File: config.mk
export PLATFORM = sky130hd
export DESIGN_NAME = wb_mc_arbiter
export DESIGN_NICKNAME = d
export VERILOG_FILES = /design/src/rtl/wb_mc_arbiter_pkg.sv /design/src/rtl/wb_mc_arbiter_rr_grant.sv /design/src/rtl/wb_mc_arbiter.sv
export SDC_FILE = /design/constraint.sdc
export NUM_CORES = 1
export LEC_CHECK = 0
export ABC_AREA = 1
export CAP_MARGIN = 30
export CORE_AREA = 8 8 136 138
export DETAILED_ROUTE_END_ITERATION = 8
export DIE_AREA = 0 0 144 146
export PLACE_DENSITY = 0.77
export SLEW_MARGIN = 15
export SYNTH_ARGS = -nofsm -noshare
export SYNTH_HDL_FRONTEND = slang
export SYNTH_SLANG_ARGS = --single-unit
File: constraint.sdc
create_clock -name clk -period 9.9 [get_ports clk]
set_input_delay 1.98 -clock clk [delete_from_list [all_inputs] [get_ports clk]]
set_output_delay 1.98 -clock clk [all_outputs]
set_load 0.01 [all_outputs]
File: src/rtl/wb_mc_arbiter_pkg.sv
// ------------------------------------------------------------------
// wb_mc_arbiter_pkg : shared types and helpers for the WB arbiter
// Rev 1.0 - initial release
// ------------------------------------------------------------------
`default_nettype none

package wb_mc_arbiter_pkg;

    localparam int C_MAX_MASTERS = 8;

    typedef enum logic [0:0] {
        ST_IDLE  = 1'b0,
        ST_OWNED = 1'b1
    } arb_state_t;

    function automatic int clog2(input int value);
        int r;
        r = 0;
        while ((1 << r) < value) r = r + 1;
        return r;
    endfunction

    // An index still needs one bit when there is a single master.
    function automatic int idx_width(input int n);
        return (n > 1) ? clog2(n) : 1;
    endfunction

endpackage

`default_nettype wire

File: src/rtl/wb_mc_arbiter_rr_grant.sv
// ------------------------------------------------------------------
// wb_mc_arbiter_rr_grant : combinational round-robin one-hot picker
// Rev 1.0 - initial release
// ------------------------------------------------------------------
`default_nettype none

module wb_mc_arbiter_rr_grant #(
    parameter int N     = 3,
    parameter int IDX_W = 2
) (
    input  logic [N-1:0]     req,
    input  logic [IDX_W-1:0] pointer,
    output logic [N-1:0]     grant,
    output logic [IDX_W-1:0] index
);

    int w_best;
    int w_best_dist;
    int w_dist;

    // Distance 0 is the master right after the pointer; the pointer itself is last.
    always_comb begin
        w_best      = -1;
        w_best_dist = N;
        w_dist      = 0;
        for (int j = 0; j < N; j++) begin
            w_dist = (j + 2 * N - int'(pointer) - 1) % N;
            if (req[j] && (w_dist < w_best_dist)) begin
                w_best      = j;
                w_best_dist = w_dist;
            end
        end
        grant = '0;
        index = '0;
        for (int j = 0; j < N; j++) begin
            if (j == w_best) begin
                grant[j] = 1'b1;
                index    = IDX_W'(j);
            end
        end
    end

endmodule

`default_nettype wire

File: src/rtl/wb_mc_arbiter.sv
// ------------------------------------------------------------------
// wb_mc_arbiter : N-master -> 1-slave pipelined Wishbone arbiter
// Optional ack watchdog enabled by WB_ARB_TIMEOUT_EN.  Rev 1.0
// ------------------------------------------------------------------
`default_nettype none

module wb_mc_arbiter
    import wb_mc_arbiter_pkg::*;
#(
    parameter int MASTER_NUMBER   = 3,
    parameter int ADR_WIDTH       = 32,
    parameter int DATA_WIDTH      = 32,
    parameter int MAX_OUTSTANDING = 4,
    parameter int TIMEOUT_CYCLES  = 256
) (
    input  logic                                    clk,
    input  logic                                    rstn,
    input  logic [MASTER_NUMBER-1:0]                m_cyc,
    input  logic [MASTER_NUMBER-1:0]                m_stb,
    input  logic [MASTER_NUMBER-1:0]                m_we,
    input  logic [MASTER_NUMBER*ADR_WIDTH-1:0]      m_adr,
    input  logic [MASTER_NUMBER*DATA_WIDTH/8-1:0]   m_sel,
    input  logic [MASTER_NUMBER*DATA_WIDTH-1:0]     m_dat_w,
    output logic [DATA_WIDTH-1:0]                   m_dat_r,
    output logic [MASTER_NUMBER-1:0]                m_ack,
    output logic [MASTER_NUMBER-1:0]                m_stall,
    output logic [MASTER_NUMBER-1:0]                m_err,
    output logic                                    s_cyc,
    output logic                                    s_stb,
    output logic                                    s_we,
    output logic [ADR_WIDTH-1:0]                    s_adr,
    output logic [DATA_WIDTH/8-1:0]                 s_sel,
    output logic [DATA_WIDTH-1:0]                   s_dat_w,
    input  logic [DATA_WIDTH-1:0]                   s_dat_r,
    input  logic                                    s_ack,
    input  logic                                    s_stall,
    output logic [MASTER_NUMBER-1:0]                grant
);

    localparam int SEL_WIDTH = DATA_WIDTH / 8;
    localparam int IDX_W     = idx_width(MASTER_NUMBER);
    localparam int CNT_W     = clog2(MAX_OUTSTANDING) + 1;

    if (MASTER_NUMBER < 1 || MASTER_NUMBER > C_MAX_MASTERS) begin : g_bad_master_number
        $error("wb_mc_arbiter: MASTER_NUMBER out of range");
    end

    arb_state_t                 r_state, w_state_nxt;
    logic [MASTER_NUMBER-1:0]   r_grant, w_grant_nxt, w_pick_grant;
    logic [IDX_W-1:0]           r_owner, w_owner_nxt, r_ptr, w_ptr_nxt, w_pick_idx;
    logic [CNT_W-1:0]           r_cnt, w_cnt_nxt;
    logic                       w_owned, w_full, w_accept, w_retire, w_timeout;
    logic                       w_own_cyc, w_own_stb, w_own_we;
    logic [ADR_WIDTH-1:0]       w_own_adr;
    logic [SEL_WIDTH-1:0]       w_own_sel;
    logic [DATA_WIDTH-1:0]      w_own_dat;

    wb_mc_arbiter_rr_grant #(
        .N     (MASTER_NUMBER),
        .IDX_W (IDX_W)
    ) u_rr_grant (
        .req     (m_cyc),
        .pointer (r_ptr),
        .grant   (w_pick_grant),
        .index   (w_pick_idx)
    );

    always_comb begin
        w_own_cyc = 1'b0;
        w_own_stb = 1'b0;
        w_own_we  = 1'b0;
        w_own_adr = '0;
        w_own_sel = '0;
        w_own_dat = '0;
        for (int i = 0; i < MASTER_NUMBER; i++) begin
            if (r_owner == IDX_W'(i)) begin
                w_own_cyc = m_cyc[i];
                w_own_stb = m_stb[i];
                w_own_we  = m_we[i];
                w_own_adr = m_adr[i*ADR_WIDTH +: ADR_WIDTH];
                w_own_sel = m_sel[i*SEL_WIDTH +: SEL_WIDTH];
                w_own_dat = m_dat_w[i*DATA_WIDTH +: DATA_WIDTH];
            end
        end
    end

    assign w_owned  = (r_state == ST_OWNED);
    assign w_full   = (r_cnt == CNT_W'(MAX_OUTSTANDING));
    assign s_cyc    = w_owned & w_own_cyc & ~w_timeout;
    assign s_stb    = s_cyc & w_own_stb & ~w_full;
    assign s_we     = w_owned & w_own_we;
    assign s_adr    = w_owned ? w_own_adr : '0;
    assign s_sel    = w_owned ? w_own_sel : '0;
    assign s_dat_w  = w_owned ? w_own_dat : '0;
    assign w_accept = s_stb & ~s_stall;
    // Acks with nothing outstanding, or after the owner let go, are dropped.
    assign w_retire = w_owned & w_own_cyc & s_ack & (r_cnt != '0);
    assign m_dat_r  = w_retire ? s_dat_r : '0;
    assign grant    = r_grant;

    always_comb begin
        m_stall = '1;
        m_ack   = '0;
        for (int i = 0; i < MASTER_NUMBER; i++) begin
            if (w_owned && (r_owner == IDX_W'(i))) begin
                m_stall[i] = s_stall | w_full;
                m_ack[i]   = w_retire;
            end
        end
    end

    always_comb begin
        w_state_nxt = r_state;
        w_grant_nxt = r_grant;
        w_owner_nxt = r_owner;
        w_ptr_nxt   = r_ptr;
        w_cnt_nxt   = r_cnt;
        case (r_state)
            ST_IDLE: begin
                if (|m_cyc) begin
                    w_state_nxt = ST_OWNED;
                    w_grant_nxt = w_pick_grant;
                    w_owner_nxt = w_pick_idx;
                    w_ptr_nxt   = w_pick_idx;
                end
            end
            ST_OWNED: begin
                if (!w_own_cyc || w_timeout) begin
                    w_state_nxt = ST_IDLE;
                    w_grant_nxt = '0;
                    w_cnt_nxt   = '0;
                end else if (w_accept && !w_retire) begin
                    w_cnt_nxt = r_cnt + CNT_W'(1);
                end else if (!w_accept && w_retire) begin
                    w_cnt_nxt = r_cnt - CNT_W'(1);
                end
            end
            default: w_state_nxt = ST_IDLE;
        endcase
    end

    always_ff @(posedge clk or negedge rstn) begin
        if (!rstn) begin
            r_state <= ST_IDLE;
            r_grant <= '0;
            r_owner <= '0;
            r_ptr   <= IDX_W'(MASTER_NUMBER - 1);
            r_cnt   <= '0;
        end else begin
            r_state <= w_state_nxt;
            r_grant <= w_grant_nxt;
            r_owner <= w_owner_nxt;
            r_ptr   <= w_ptr_nxt;
            r_cnt   <= w_cnt_nxt;
        end
    end

`ifdef WB_ARB_TIMEOUT_EN
    localparam int WD_W = clog2(TIMEOUT_CYCLES) + 1;

    logic [WD_W-1:0] r_wd;
    logic            w_waiting;

    assign w_waiting = w_owned & w_own_cyc & (r_cnt != '0) & ~s_ack;
    assign w_timeout = w_waiting & (r_wd == WD_W'(TIMEOUT_CYCLES - 1));

    always_ff @(posedge clk or negedge rstn) begin
        if (!rstn) begin
            r_wd <= '0;
        end else if (w_waiting && !w_timeout) begin
            r_wd <= r_wd + WD_W'(1);
        end else begin
            r_wd <= '0;
        end
    end

    always_comb begin
        m_err = '0;
        for (int i = 0; i < MASTER_NUMBER; i++) begin
            if (r_owner == IDX_W'(i)) m_err[i] = w_timeout;
        end
    end
`else
    logic [31:0] w_unused_timeout;

    assign w_unused_timeout = 32'(TIMEOUT_CYCLES);
    assign w_timeout        = 1'b0;
    assign m_err            = '0;
`endif

endmodule

`default_nettype wire

==> reports/metrics.yaml, run 1 <==
status: "complete, no violations"
rsz0062_at_grt: "no"
die-area_sq_um: 21000
wl_per_cell_microns: 18.5
register_area_sq_um: 251
async_reset_ff_share_pct: 100
gp_congestion: 0.930
slew_violations: 0
finalNonFillerCells: 1531
drtPass1Iterations: 5
drc_errors: 0
final_layout_size_suffix_gt1_share_pct: 3.74
arrival_ns: 8.99
cts_tree: "done"
top_layer: "met5"
path_class: "flop to flop"
hold-path-endpoint: "grant[0]"
synth_edf_count: 0
post-dp-hpwl_microns: 24400
path_clk_slew_ns: 0.04
r2r-start: "r_owner[0]"
cp-start-kind: "flop"
vias: 7379
crit_top_cell: "nand2_1"
antenna_found_initial: 3
fin_skew_ns: 0.00339
wl_met3_microns: 3590
endpoint_kind: "flop"
setup_viol: 0
tightest_slew_ns: 0.744
wl_met2_microns: 13100
cpMaxStageDelayCell: "dfrtp_1"
place_inst: 1525
clock_path_buffers: 2
synth_area_sq_um: 5100
wl_microns: 28300
cts_root_buf: "clkbuf_16"
grt_start_max_net_pins: 45
ys_types: 40
wl_met1_microns: 11100
die_w_microns: 144
num_rows: 47
power.leakage_nw: 4.32
initial_core_util_pct: 31.3
min_period_ns: 8.87
h-tree-depth: 1
multi_input_area_sq_um: 4120
die_h_microns: 146
grt-ovfl-total: 0
cts_hold_buf: 0
ys.flop_type: "dfrtp_1"
syn-instance-count: 982
yosysWarningCount: 0
r2r-end: "r_owner[1]"
path_max_fanout: 29
min_path_cells: 2
hold_start: "grant[0]"
ir_worst_vdd_v: 0.000267
nFillCells: 1640
max_freq_mhz: 113
synth-seq-area-share_pct: 4.93
reg2reg_slack_ns: 1.03
crit_path_start: "r_owner[0]"
postCtsSetupBuffers: 0
tns_ns: 0
p_per_area_nw_per_um2: 401
port-buffer-count: 360
final_core_util_pct: 55.2
clk_latency_ns: 0.24
via_per_inst: 4.82
relSlewSlack_pct: 50.3
holdWs_ns: 0.484
core_sq_um: 16300
drv_cap: 0
grt_pass1_wl_microns: 41300
drtIter0Drc: 431
cts_resized: 0
ys_ff_latch: 10
drtAntennaViolNets: 0
nets: 1639
hp-class: "flop to flop"
cts_num_sinks: 10
grt_usage_pct: 25.9
syn2layout_area_growth_pct: 76.3
syn_area_per_cell_sq_um: 5.19
required_ns: 10.02
total_power_mw: 3.61
grt_pass1_vias: 7062
rr_worst_depth: 43
cts_buffers: 3
min_period_over_period_pct: 89.6
critPathMaxStageDelay_ns: 0.73
io-pin-count: 364
report.final.hold_viol_count: 0
[power breakdown]
part	switching, mW	internal [mW]	leakage, nW
combinational	2.03	1.41	4.15
clock	0.0222	0.0611	0.0442
sequential	0.0259	0.0587	0.128
[synth_stat cells, types with 5 or more instances]
library cell | n | area [sq um]
a21oi_1 | 54 | 270
buf_4 | 5 | 37.5
nor3_1 | 8 | 40.0
inv_1 | 137 | 514
nor2_1 | 81 | 304
nand3_1 | 90 | 450
nand4_1 | 11 | 68.8
o21ai_0 | 29 | 145
nand2_2 | 8 | 50.1
clkbuf_1 | 41 | 154
dfrtp_1 | 9 | 225
nand2_1 | 376 | 1410
a31oi_1 | 9 | 56.3
ha_1 | 79 | 988
[worst max-delay path: cells and delay by family, from the launching register on]
family	cells	cell delay, ns
and+or+nand+nor	21	3.36
adders and majority gates	6	2.00
AOI/OAI and AO/OA	9	1.64
buffers and inverters	7	0.99
DFF	1	0.73
[flip-flops by register name (all words and copies together) (netlist names)]
name     count
r_ptr        1
r_state      1
r_cnt        3
grant        3
r_owner      2
[routing by layer]
layer	GRT usage, %	vias up
met2	42.1	345
met5	0	-
met3	10.7	30
li1	-	3744
met4	5.89	2
met1	30.9	3258
[area by class of cell]
type	count	area share (%)
antenna	2	0.0556
clock buffer	4	0.988
inverter	142	5.98
multi-input combinational	781	45.8
sequential	10	2.80
tap	220	3.06
timing repair buffer	372	41.3
[metrics by stage]
stage	setup WS [ns]	cell area [sq um]
after floorplan	2.76	5110
after global placement	1.36	8860
after detailed placement	1.08	8900
after CTS	1.11	8990
after global routing	0.154	8990
final	1.03	8990
[cells in the final DEF (no fill, tap or decap), drive strengths merged, types with 2 or more instances in the layout]
cell type and count:
a211oi 4, inv 140, conb 3, a2111oi 2, clkdlybuf4s50 360, nand2 386, diode 2, ha 79
xor2 4, a21oi 55, or2 2, nand3 94, a31oi 9, nor2 84, clkbuf 4, clkinv 2
o21ai 29, o221a 2, nand4 12, nor4 2, nor3 8, dfrtp 9, o22ai 2, buf 12
[logic make-up (layout without fill, tap and decap cells)]
family          after synthesis  in the layout  synth area share [%]
simple gates                589            589                  48.3
buf+inv                     193            518                  14.9
compound gates              104            104                  11.2
fa+ha+maj                    80             80                  19.8
flops                        10             10                  4.93
xor+xnor                      5              5                 0.858
other cells                   1              5                0.0735
[worst max path at each step]
stage / endpoint / slack (ns)
floorplan: grant[2] / 2.76
global placement: grant[2] / 1.36
detailed placement: r_owner[1] / 1.08
CTS: r_owner[1] / 1.11
global route: r_owner[1] / 0.15
finish: r_owner[1] / 1.03
No activity file was read; power rests on OpenSTA's default activity.
==> run 2: changes to the inputs <==
CAP_MARGIN = 20   (was 30)
==> reports/metrics.yaml, run 2 (synthesis gave the netlist of run 1 again) <==
status: "complete, no violations"
arrival_ns: 8.84
drtPass1Iterations: 5
r2r-start: "r_owner[0]"
drtIter0Drc: 347
grt-ovfl-total: 0
placed_area_sq_um: 8860
comb_power_share_pct: 95.3
min_period_ns: 8.66
initial_core_util_pct: 31.3
tns_ns: 0
die_w_microns: 144
grt_start_max_net_pins: 45
postCtsSetupBuffers: 0
cpMaxStageDelayCell: "dfrtp_1"
grt_usage_pct: 26.1
h-tree-depth: 1
cts_buffers: 3
num_rows: 47
wl_microns: 28400
gp_congestion: 0.930
report.final.hold_viol_count: 0
endpoint_kind: "flop"
power.leakage_nw: 4.31
fin_area_sq_um: 8960
path_class: "flop to flop"
cts_root_buf: "clkbuf_16"
drc_errors: 0
grt_pass1_vias: 7219
crit_top_cell: "nand2_1"
slew_violations: 0
clk_latency_ns: 0.24
worstSetupEndpoint: "r_owner[0]"
drv_cap: 0
switchingPower_mw: 2.08
intPower_mw: 1.53
nets: 1637
max_freq_mhz: 115
vias: 7330
cts_hold_buf: 0
r2r-end: "r_owner[0]"
core_sq_um: 16300
post-dp-hpwl_microns: 24400
antenna_found_initial: 2
cts_tree: "done"
crit_path_start: "r_owner[0]"
critPathMaxStageDelay_ns: 0.74
final_layout_size_suffix_gt1_share_pct: 3.67
wl_per_cell_microns: 18.6
swShare_pct: 57.7
clkPwrFrac_pct: 2.3
seq_power_share_pct: 2.4
via_per_inst: 4.80
cp-start-kind: "flop"
syn2layout_area_growth_pct: 75.6
tightest_slew_ns: 0.935
clock_path_buffers: 2
fin_skew_ns: 0.00198
mostFrequentLayoutCells: "375 x nand2_1, 360 x clkdlybuf4s50_1, 137 x inv_1, 90 x nand3_1, 79 x ha_1"
required_ns: 10.08
final_common_cell: "nand2_1"
path_clk_slew_ns: 0.04
p_per_area_nw_per_um2: 402
min_period_over_period_pct: 87.5
io-pin-count: 364
path_max_fanout: 29
die_h_microns: 146
cts_num_sinks: 10
ir_worst_vdd_v: 0.000266
rsz0062_at_grt: "no"
port-buffer-count: 360
drtAntennaViolNets: 0
setup_viol: 0
grt_pass1_wl_microns: 41900
cts_resized: 0
rr_worst_depth: 45
relSlewSlack_pct: 37.3
hp-class: "flop to flop"
die-area_sq_um: 21000
reg2reg_slack_ns: 1.24
==> run 2: layout make-up <==
| type | instances | area, sq um |
|---|---|---|
| multi-input combinational | 781 | 4130 |
| tap | 220 | 275 |
| antenna | 1 | 2.50 |
| timing repair buffer | 370 | 3680 |
| clock buffer | 4 | 88.8 |
| sequential | 10 | 251 |
| inverter | 142 | 538 |
| fill | 1648 | 7330 |
==> run 2: power groups by stage <==
| stage | Clock [mW] | Sequential [mW] | Combinational [mW] |
|---|---|---|---|
| 2_1_floorplan | 0 | 0.0715 | 2.36 |
| 3_3_place_gp | 0 | 0.0840 | 3.34 |
| 3_5_place_dp | 0 | 0.0843 | 3.41 |
| 4_1_cts | 0.0819 | 0.0847 | 3.44 |
| 5_1_grt | 0.0838 | 0.0869 | 3.94 |
| 6_report | 0.0820 | 0.0857 | 3.44 |
==> run 2: critical path, delay by kind of cell (launching register included) <==
family,cells,cell delay [ns]
and+or+nand+nor,23,3.12
adders and majority gates,6,1.92
AOI/OAI and AO/OA,9,1.63
buffers and inverters,7,1.12
DFF,1,0.74
==> run 2: worst min path at each step <==
| stage | startpoint | to | slack, ns | cells after the start |
|---|---|---|---|---|
| detailed placement | grant[2] | grant[2] | 0.47 | 2 |
| floorplan | r_ptr[1] | r_ptr[1] | 0.48 | 2 |
| CTS | grant[2] | grant[2] | 0.48 | 2 |
| global placement | grant[0] | grant[0] | 0.47 | 2 |
| global route | grant[2] | grant[2] | 0.52 | 2 |
| finish | grant[0] | grant[0] | 0.50 | 2 |
==> run 2: metrics by stage <==
step	power (mW)	hold slack (ns)	utilization, %	setup slack (ns)	std cells
6_report	3.61	0.503	55.0	1.24	1528
4_1_cts	3.60	0.485	54.9	1.06	1527
3_5_place_dp	3.50	0.473	54.4	1.08	1523
5_1_grt	4.11	0.517	55.0	0.233	1528
2_1_floorplan	2.43	0.483	-	2.76	984
3_3_place_gp	3.43	0.469	54.4	1.36	1523
==> run 2: routing by layer <==
layer	GRT usage [%]	vias up	part of all wire [%]
met3	10.8	29	12
met2	42.7	331	46
met1	30.8	3225	39
met5	0	-	0.032
met4	6.10	2	1.9
li1	-	3743	-
